File: config.mk
export PLATFORM = sky130hd
export DESIGN_NAME = imem_bootloader_flat
export DESIGN_NICKNAME = d
export VERILOG_FILES = /design/src/rtl/imem_bootloader_pkg.sv /design/src/rtl/imem_bootloader_if.sv /design/src/rtl/imem_bootloader_timeout.sv /design/src/rtl/imem_bootloader.sv /design/src/flat_wrapper.sv
export SDC_FILE = /design/constraint.sdc
export NUM_CORES = 1
export LEC_CHECK = 0
export BUFFER_PORTS_ARGS = -buffer_cell sky130_fd_sc_hd__buf_2
export CELL_PAD_IN_SITES_DETAIL_PLACEMENT = 0
export CELL_PAD_IN_SITES_GLOBAL_PLACEMENT = 1
export CORE_MARGIN = 2
export CORE_UTILIZATION = 35
export DETAILED_ROUTE_END_ITERATION = 8
export HOLD_SLACK_MARGIN = 0.1
export PLACE_DENSITY_LB_ADDON = 0.3
export RECOVER_POWER = 25
export SYNTH_ARGS = -nofsm -noshare
export SYNTH_HDL_FRONTEND = slang
export SYNTH_SLANG_ARGS = --single-unit
File: constraint.sdc
create_clock -name clk -period 6.61 [get_ports clk]
set_clock_uncertainty 0.1 [all_clocks]
set_input_delay 0.661 -clock clk [delete_from_list [all_inputs] [get_ports clk]]
set_output_delay 0.661 -clock clk [all_outputs]
set_load 0.01 [all_outputs]
File: src/rtl/imem_bootloader_pkg.sv
// Shared types and constants for the serial instruction-memory bootloader.
package bootloader_pkg;

    localparam logic [7:0] MAGIC_DEFAULT = 8'hA5;
    localparam int         ADDR_W        = 14;

    typedef enum logic [3:0] {
        ST_IDLE,
        ST_MAGIC,
        ST_LEN_LO,
        ST_LEN_HI,
        ST_DATA,
        ST_WRITE,
        ST_CHECK,
        ST_DONE,
        ST_ERROR
    } state_t;

    function automatic logic is_rx_state(input state_t s);
        return (s == ST_MAGIC) || (s == ST_LEN_LO) || (s == ST_LEN_HI) ||
               (s == ST_DATA)  || (s == ST_CHECK);
    endfunction

endpackage

File: src/rtl/imem_bootloader_if.sv
// Byte-stream input, imem write port and status of the bootloader.
interface imem_bootloader_if;

    logic                                start;
    logic [7:0]                          rx_data;
    logic                                rx_valid;
    logic                                rx_ready;
    logic [3:0]                          wr_strobe;
    logic [31:0]                         wrdata;
    logic [bootloader_pkg::ADDR_W-1:0]   wraddr;
    logic                                bl_stall;
    logic                                done;
    logic                                error;

    modport master (
        input  start, rx_data, rx_valid,
        output rx_ready, wr_strobe, wrdata, wraddr, bl_stall, done, error
    );

    modport slave (
        output start, rx_data, rx_valid,
        input  rx_ready, wr_strobe, wrdata, wraddr, bl_stall, done, error
    );

endinterface

File: src/rtl/imem_bootloader_timeout.sv
// Idle-cycle watchdog: counts enabled cycles since the last clear.
// expired is high on the TIMEOUT-th consecutive enabled cycle without a clear.
module bl_timeout #(
    parameter int TIMEOUT = 1_000_000
) (
    input  logic clk,
    input  logic rst,
    input  logic clear,
    input  logic enable,
    output logic expired
);

    localparam int CW = $clog2(TIMEOUT + 1);

    logic [CW-1:0] count;

    assign expired = enable && (count == CW'(TIMEOUT - 1));

    always_ff @(posedge clk or posedge rst) begin
        if (rst) begin
            count <= '0;
        end else if (clear) begin
            count <= '0;
        end else if (enable && !expired) begin
            count <= count + 1'b1;
        end
    end

endmodule

File: src/rtl/imem_bootloader.sv
// Loads a MAGIC/LEN/data/CHK byte image into imem, one word write per 4 bytes.
// Write lands the cycle after a word's 4th byte; stalls the CPU while loading or failed.
module imem_bootloader
    import bootloader_pkg::*;
#(
    parameter logic [7:0] MAGIC   = MAGIC_DEFAULT,
    parameter int         TIMEOUT = 1_000_000
) (
    input  logic              clk,
    input  logic              rst,
    imem_bootloader_if.master bus
);

    state_t              state;
    state_t              state_nxt;
    logic [1:0]          byte_cnt;
    logic [23:0]         word_buf;
    logic [ADDR_W-1:0]   len;
    logic [ADDR_W-1:0]   word_idx;
    logic [7:0]          chk;
    logic [31:0]         wrdata_q;
    logic [3:0]          wr_strobe_q;
    logic                rx_ready_q;
    logic                bl_stall_q;
    logic                done_q;
    logic                error_q;

    logic                xfer;
    logic                start_ok;
    logic                expired;
    logic                to_clear;
    logic                to_enable;
    logic [ADDR_W-1:0]   len_in;

    assign xfer      = bus.rx_valid && rx_ready_q;
    assign start_ok  = bus.start && ((state == ST_IDLE) || (state == ST_DONE) || (state == ST_ERROR));
    assign to_enable = is_rx_state(state);
    assign to_clear  = xfer || start_ok || !to_enable;
    assign len_in    = {bus.rx_data[5:0], len[7:0]};

    bl_timeout #(.TIMEOUT(TIMEOUT)) u_timeout (
        .clk     (clk),
        .rst     (rst),
        .clear   (to_clear),
        .enable  (to_enable),
        .expired (expired)
    );

    always_comb begin
        state_nxt = state;
        case (state)
            ST_IDLE, ST_DONE, ST_ERROR: if (bus.start) state_nxt = ST_MAGIC;
            ST_MAGIC:  if (xfer) state_nxt = (bus.rx_data == MAGIC) ? ST_LEN_LO : ST_ERROR;
            ST_LEN_LO: if (xfer) state_nxt = ST_LEN_HI;
            ST_LEN_HI: begin
                if (xfer) begin
                    if (bus.rx_data[7:6] != 2'b00) state_nxt = ST_ERROR;
                    else if (len_in == '0)         state_nxt = ST_CHECK;
                    else                           state_nxt = ST_DATA;
                end
            end
            ST_DATA:   if (xfer && (byte_cnt == 2'd3)) state_nxt = ST_WRITE;
            ST_WRITE:  state_nxt = (word_idx == len - 1'b1) ? ST_CHECK : ST_DATA;
            ST_CHECK:  if (xfer) state_nxt = (bus.rx_data == chk) ? ST_DONE : ST_ERROR;
            default:   state_nxt = ST_IDLE;
        endcase
        // A byte accepted on the expiry cycle still counts.
        if (to_enable && !xfer && expired) state_nxt = ST_ERROR;
    end

    always_ff @(posedge clk or posedge rst) begin
        if (rst) begin
            state       <= ST_IDLE;
            byte_cnt    <= '0;
            word_buf    <= '0;
            len         <= '0;
            word_idx    <= '0;
            chk         <= '0;
            wrdata_q    <= '0;
            wr_strobe_q <= '0;
            rx_ready_q  <= 1'b0;
            bl_stall_q  <= 1'b0;
            done_q      <= 1'b0;
            error_q     <= 1'b0;
        end else begin
            state       <= state_nxt;
            rx_ready_q  <= is_rx_state(state_nxt);
            bl_stall_q  <= !((state_nxt == ST_IDLE) || (state_nxt == ST_DONE));
            done_q      <= (state_nxt == ST_DONE);
            error_q     <= (state_nxt == ST_ERROR);
            wr_strobe_q <= (state_nxt == ST_WRITE) ? 4'hF : 4'h0;

            if (start_ok) begin
                word_idx <= '0;
                chk      <= '0;
                byte_cnt <= '0;
            end

            if (xfer) begin
                case (state)
                    ST_LEN_LO: begin
                        len[7:0] <= bus.rx_data;
                        chk      <= chk ^ bus.rx_data;
                    end
                    ST_LEN_HI: begin
                        len[13:8] <= bus.rx_data[5:0];
                        chk       <= chk ^ bus.rx_data;
                    end
                    ST_DATA: begin
                        chk      <= chk ^ bus.rx_data;
                        byte_cnt <= byte_cnt + 1'b1;
                        case (byte_cnt)
                            2'd0:    word_buf[7:0]   <= bus.rx_data;
                            2'd1:    word_buf[15:8]  <= bus.rx_data;
                            2'd2:    word_buf[23:16] <= bus.rx_data;
                            default: wrdata_q        <= {bus.rx_data, word_buf};
                        endcase
                    end
                    default: ;
                endcase
            end

            if ((state == ST_WRITE) && (state_nxt == ST_DATA)) begin
                word_idx <= word_idx + 1'b1;
            end
        end
    end

    assign bus.rx_ready  = rx_ready_q;
    assign bus.wr_strobe = wr_strobe_q;
    assign bus.wrdata    = wrdata_q;
    assign bus.wraddr    = word_idx;
    assign bus.bl_stall  = bl_stall_q;
    assign bus.done      = done_q;
    assign bus.error     = error_q;

endmodule

File: src/flat_wrapper.sv
// flat-port wrapper written by rule: the top's interface ports become plain ports
module imem_bootloader_flat import bootloader_pkg::*;
#(
    parameter logic [7:0] MAGIC   = MAGIC_DEFAULT,
    parameter int         TIMEOUT = 1_000_000
)
  (clk, rst, bus_start, bus_rx_data, bus_rx_valid, bus_rx_ready, bus_wr_strobe, bus_wrdata, bus_wraddr, bus_bl_stall, bus_done, bus_error);
  imem_bootloader_if bus_i ();
  input  logic clk;
  input  logic rst;
  input wire logic [$bits(bus_i.start)-1:0] bus_start;
  input wire logic [$bits(bus_i.rx_data)-1:0] bus_rx_data;
  input wire logic [$bits(bus_i.rx_valid)-1:0] bus_rx_valid;
  output wire logic [$bits(bus_i.rx_ready)-1:0] bus_rx_ready;
  output wire logic [$bits(bus_i.wr_strobe)-1:0] bus_wr_strobe;
  output wire logic [$bits(bus_i.wrdata)-1:0] bus_wrdata;
  output wire logic [$bits(bus_i.wraddr)-1:0] bus_wraddr;
  output wire logic [$bits(bus_i.bl_stall)-1:0] bus_bl_stall;
  output wire logic [$bits(bus_i.done)-1:0] bus_done;
  output wire logic [$bits(bus_i.error)-1:0] bus_error;
  assign bus_i.start = bus_start;
  assign bus_i.rx_data = bus_rx_data;
  assign bus_i.rx_valid = bus_rx_valid;
  assign bus_rx_ready = bus_i.rx_ready;
  assign bus_wr_strobe = bus_i.wr_strobe;
  assign bus_wrdata = bus_i.wrdata;
  assign bus_wraddr = bus_i.wraddr;
  assign bus_bl_stall = bus_i.bl_stall;
  assign bus_done = bus_i.done;
  assign bus_error = bus_i.error;
  imem_bootloader #(.MAGIC(MAGIC), .TIMEOUT(TIMEOUT)) u_core (.clk(clk), .rst(rst), .bus(bus_i));
endmodule
==> flow_summary.ini <==
[sta]
relSlewSlack = -0.535
period_share = 0.478
setup_viol = 0
worstMarginPinSlew_ns = 2.29
finalHoldViolCount = 0
period_needed_ns = 3.16
report.final.slew_viol_count = 50
finalSetupTns_ns = 0
grt_setup_unrepaired = false
clock.fmax_mhz = 316

[final_layout]
final-instance-count-excl-fill = 856
final_common_cell = dfrtp_1
n_fill_cell = 1699
drive_gt1_frac = 0.268
fin_util = 0.416
fin_nets = 638
design_area_sq_um = 7190
final_cell_mix = dfrtp_1 (123), mux2_2 (71), nor2_1 (51), buf_2 (38), nand2_1 (37)
diodes = 0
syn_to_final_growth_pct = 16.4

[clock_tree]
cts-buffers-inserted = 17
clock-sinks = 123
cts_tree = yes
cts_max_level = 4
cts-root-buf = clkbuf_16
cts.path.max_buffers = 2
cts.clk_slew.worst_paths_ns = 0.06
cts_setup_buffers = 0
cts_resized = 0
clk_latency_ns = 0.42
cts-hold-fix-buffers = 0

[logic_synthesis]
syn-cell-area_sq_um = 6180
async_flop_share = 1.00
ys_ff_latch = 123
synthCells = 561
ys_seq_area_frac = 0.498
synth_nets = 581
synth_cell_types = 62
yosys_warnings = 0
synth_ff_type = dfrtp_1
avgSynthCellArea_sq_um = 11.0
synth_edf_count = 0

[global_route]
grt_overflow = 0
antenna_found_initial = 0
grt_pass1_wl_microns = 23900
track_usage = 0.167
grt_pass1_vias = 4582
grt_start_max_net_pins = 76

[critical_path]
reg2reg_to = u_core.bus.wraddr[13]$_DFFE_PP0P_
critPathMaxStageDelay_ns = 0.70
cpMaxStageDelayCell = nor4_4
worst_setup_path_end_kind = register
critPathLaunch = u_core.len[2]$_DFFE_PP0P_
worstSetupStartpointType = register
cp_cell_sequence = nor4_4 > a2bb2oi_1 > a311oi_1 > o22ai_2 > nor4_4 > nor2_2 > a221o_2
arrival_ns = 3.35
timing.rr.start = u_core.len[2]$_DFFE_PP0P_
ff2ff_setup_slack_ns = 3.45
path_max_fanout = 14
r2r_cells = 7
crit_top_cell = nor4_4
criticalPathCategory = reg2reg
crit_required_ns = 6.80

[job]
maxCapViolCount = 1

[hold_path]
min_from = u_core.word_buf[23]$_DFFE_PP0P_
holdPathStages = 1
min_to = u_core.bus.wrdata[23]$_DFFE_PP0P_
hp-class = reg2reg

[placement]
routabilityCongestion = 0.877
placed_area_sq_um = 6640
dp.cells = 824
hpwl_microns = 9890
portBuffers = 65

[floorplanning]
ios = 66
placementRows = 48
initial_core_util = 0.357
coreArea_sq_um = 17300
fp.dieW_microns = 137
dieArea_sq_um = 18700
die_h_microns = 137

[drt]
drt_iter0_drc = 220
avgViaCountPerCell = 5.24
wirelength_microns = 14400
drtPass1Iterations = 4
ant_nets = 0
dr_total_vias = 4488
wire_per_inst_microns = 16.9
route.detailed.drc = 0

[outcome]
status = complete, but fails checks
violations = capacitance limit, slew limit

[power]
p_per_area_nw_per_um2 = 273
p_leak_nw = 3.41
peakVddDrop_uv = 184
[cell usage after synthesis, types with 4 or more instances]
| master | n | area [sq um] |
|---|---|---|
| nor4_1 | 6 | 37.5 |
| inv_1 | 10 | 37.5 |
| nor2b_1 | 6 | 37.5 |
| dfrtp_1 | 123 | 3080 |
| nor2_1 | 51 | 191 |
| nor3_1 | 17 | 85.1 |
| a221o_2 | 9 | 101 |
| and2_1 | 4 | 25.0 |
| nand4_1 | 13 | 81.3 |
| buf_1 | 4 | 15.0 |
| and3_1 | 7 | 43.8 |
| o21ai_0 | 23 | 115 |
| nand3_1 | 23 | 115 |
| nand2b_1 | 11 | 68.8 |
| xnor2_1 | 28 | 245 |
| or3_1 | 5 | 31.3 |
| mux2_2 | 71 | 800 |
| ha_1 | 8 | 100 |
| xor2_1 | 13 | 114 |
| clkbuf_1 | 18 | 67.6 |
| nand2_1 | 37 | 139 |
| a21oi_1 | 11 | 55.1 |
[cell type report]
cell class | count | area, sq um | area share
clock inverters | 13 | 133 | 0.0184
well taps | 225 | 282 | 0.0391
clock buffers | 19 | 453 | 0.0630
inverters | 10 | 38.8 | 0.00539
repair buffers | 67 | 307 | 0.0426
multi-input cells | 399 | 2900 | 0.404
flip-flops and latches | 123 | 3080 | 0.428
[metrics by stage]
stage	hold slack (ns)	setup slack (ns)	power (mW)
after floorplan	0.375	2.58	0.999
after global placement	0.383	3.55	1.06
after detailed placement	0.387	3.47	1.07
after CTS	0.268	3.42	1.99
after global routing	0.421	3.23	2.06
final	0.401	3.45	1.97
[cell families (layout without fill, tap and decap cells)]
kind of cell / Yosys count / count (layout) / synth area share
simple gates: 205 / 205 / 0.178
buf+inv: 39 / 109 / 0.0318
fa+ha+maj: 8 / 8 / 0.0162
compound gates: 73 / 73 / 0.0865
flops: 123 / 123 / 0.498
mux: 72 / 72 / 0.131
xor+xnor: 41 / 41 / 0.0581
[power breakdown]
| group | switching, mW | leakage [nW] | internal (mW) | total [mW] |
|---|---|---|---|---|
| combinational | 0.161 | 1.42 | 0.0761 | 0.237 |
| clock | 0.365 | 0.287 | 0.547 | 0.912 |
| sequential | 0.0389 | 1.71 | 0.777 | 0.816 |
| total | 0.565 | 3.41 | 1.40 | 1.97 |
[routing by layer]
metal  up-vias  routed length, microns  GRT usage
li1       2131                       -          -
met1      2233                    6520      0.212
met2       105                    6900      0.273
met3        19                     782     0.0456
met4         0                     227     0.0624
met5         -                       0          0
[worst max-delay path by stage]
| stage | endpoint | slack [ns] |
|---|---|---|
| floorplan | u_core.bus.bl_stall$_DFF_PP0_ | 2.58 |
| global placement | u_core.bus.wraddr[13]$_DFFE_PP0P_ | 3.55 |
| detailed placement | u_core.bus.wraddr[7]$_DFFE_PP0P_ | 3.47 |
| CTS | u_core.bus.wraddr[2]$_DFFE_PP0P_ | 3.42 |
| global route | u_core.bus.wraddr[5]$_DFFE_PP0P_ | 3.23 |
| finish | u_core.bus.wraddr[13]$_DFFE_PP0P_ | 3.45 |
[state kept, by name, indices dropped and copies added (netlist names), 2 cells and up]
| name | cells |
|---|---|
| u_core.word_buf | 24 |
| u_core.u_timeout.count | 20 |
| u_core.len | 14 |
| u_core.bus.wrdata | 32 |
| u_core.state | 4 |
| u_core.chk | 8 |
| u_core.byte_cnt | 2 |
| u_core.bus.wraddr | 14 |
[critical path: cells and delay by family, from the launching register on]
family	cells	cell delay, ns
compound gates	4	1.06
flops	1	0.46
simple gates	3	1.42
Power figures use the tool's default switching activity.
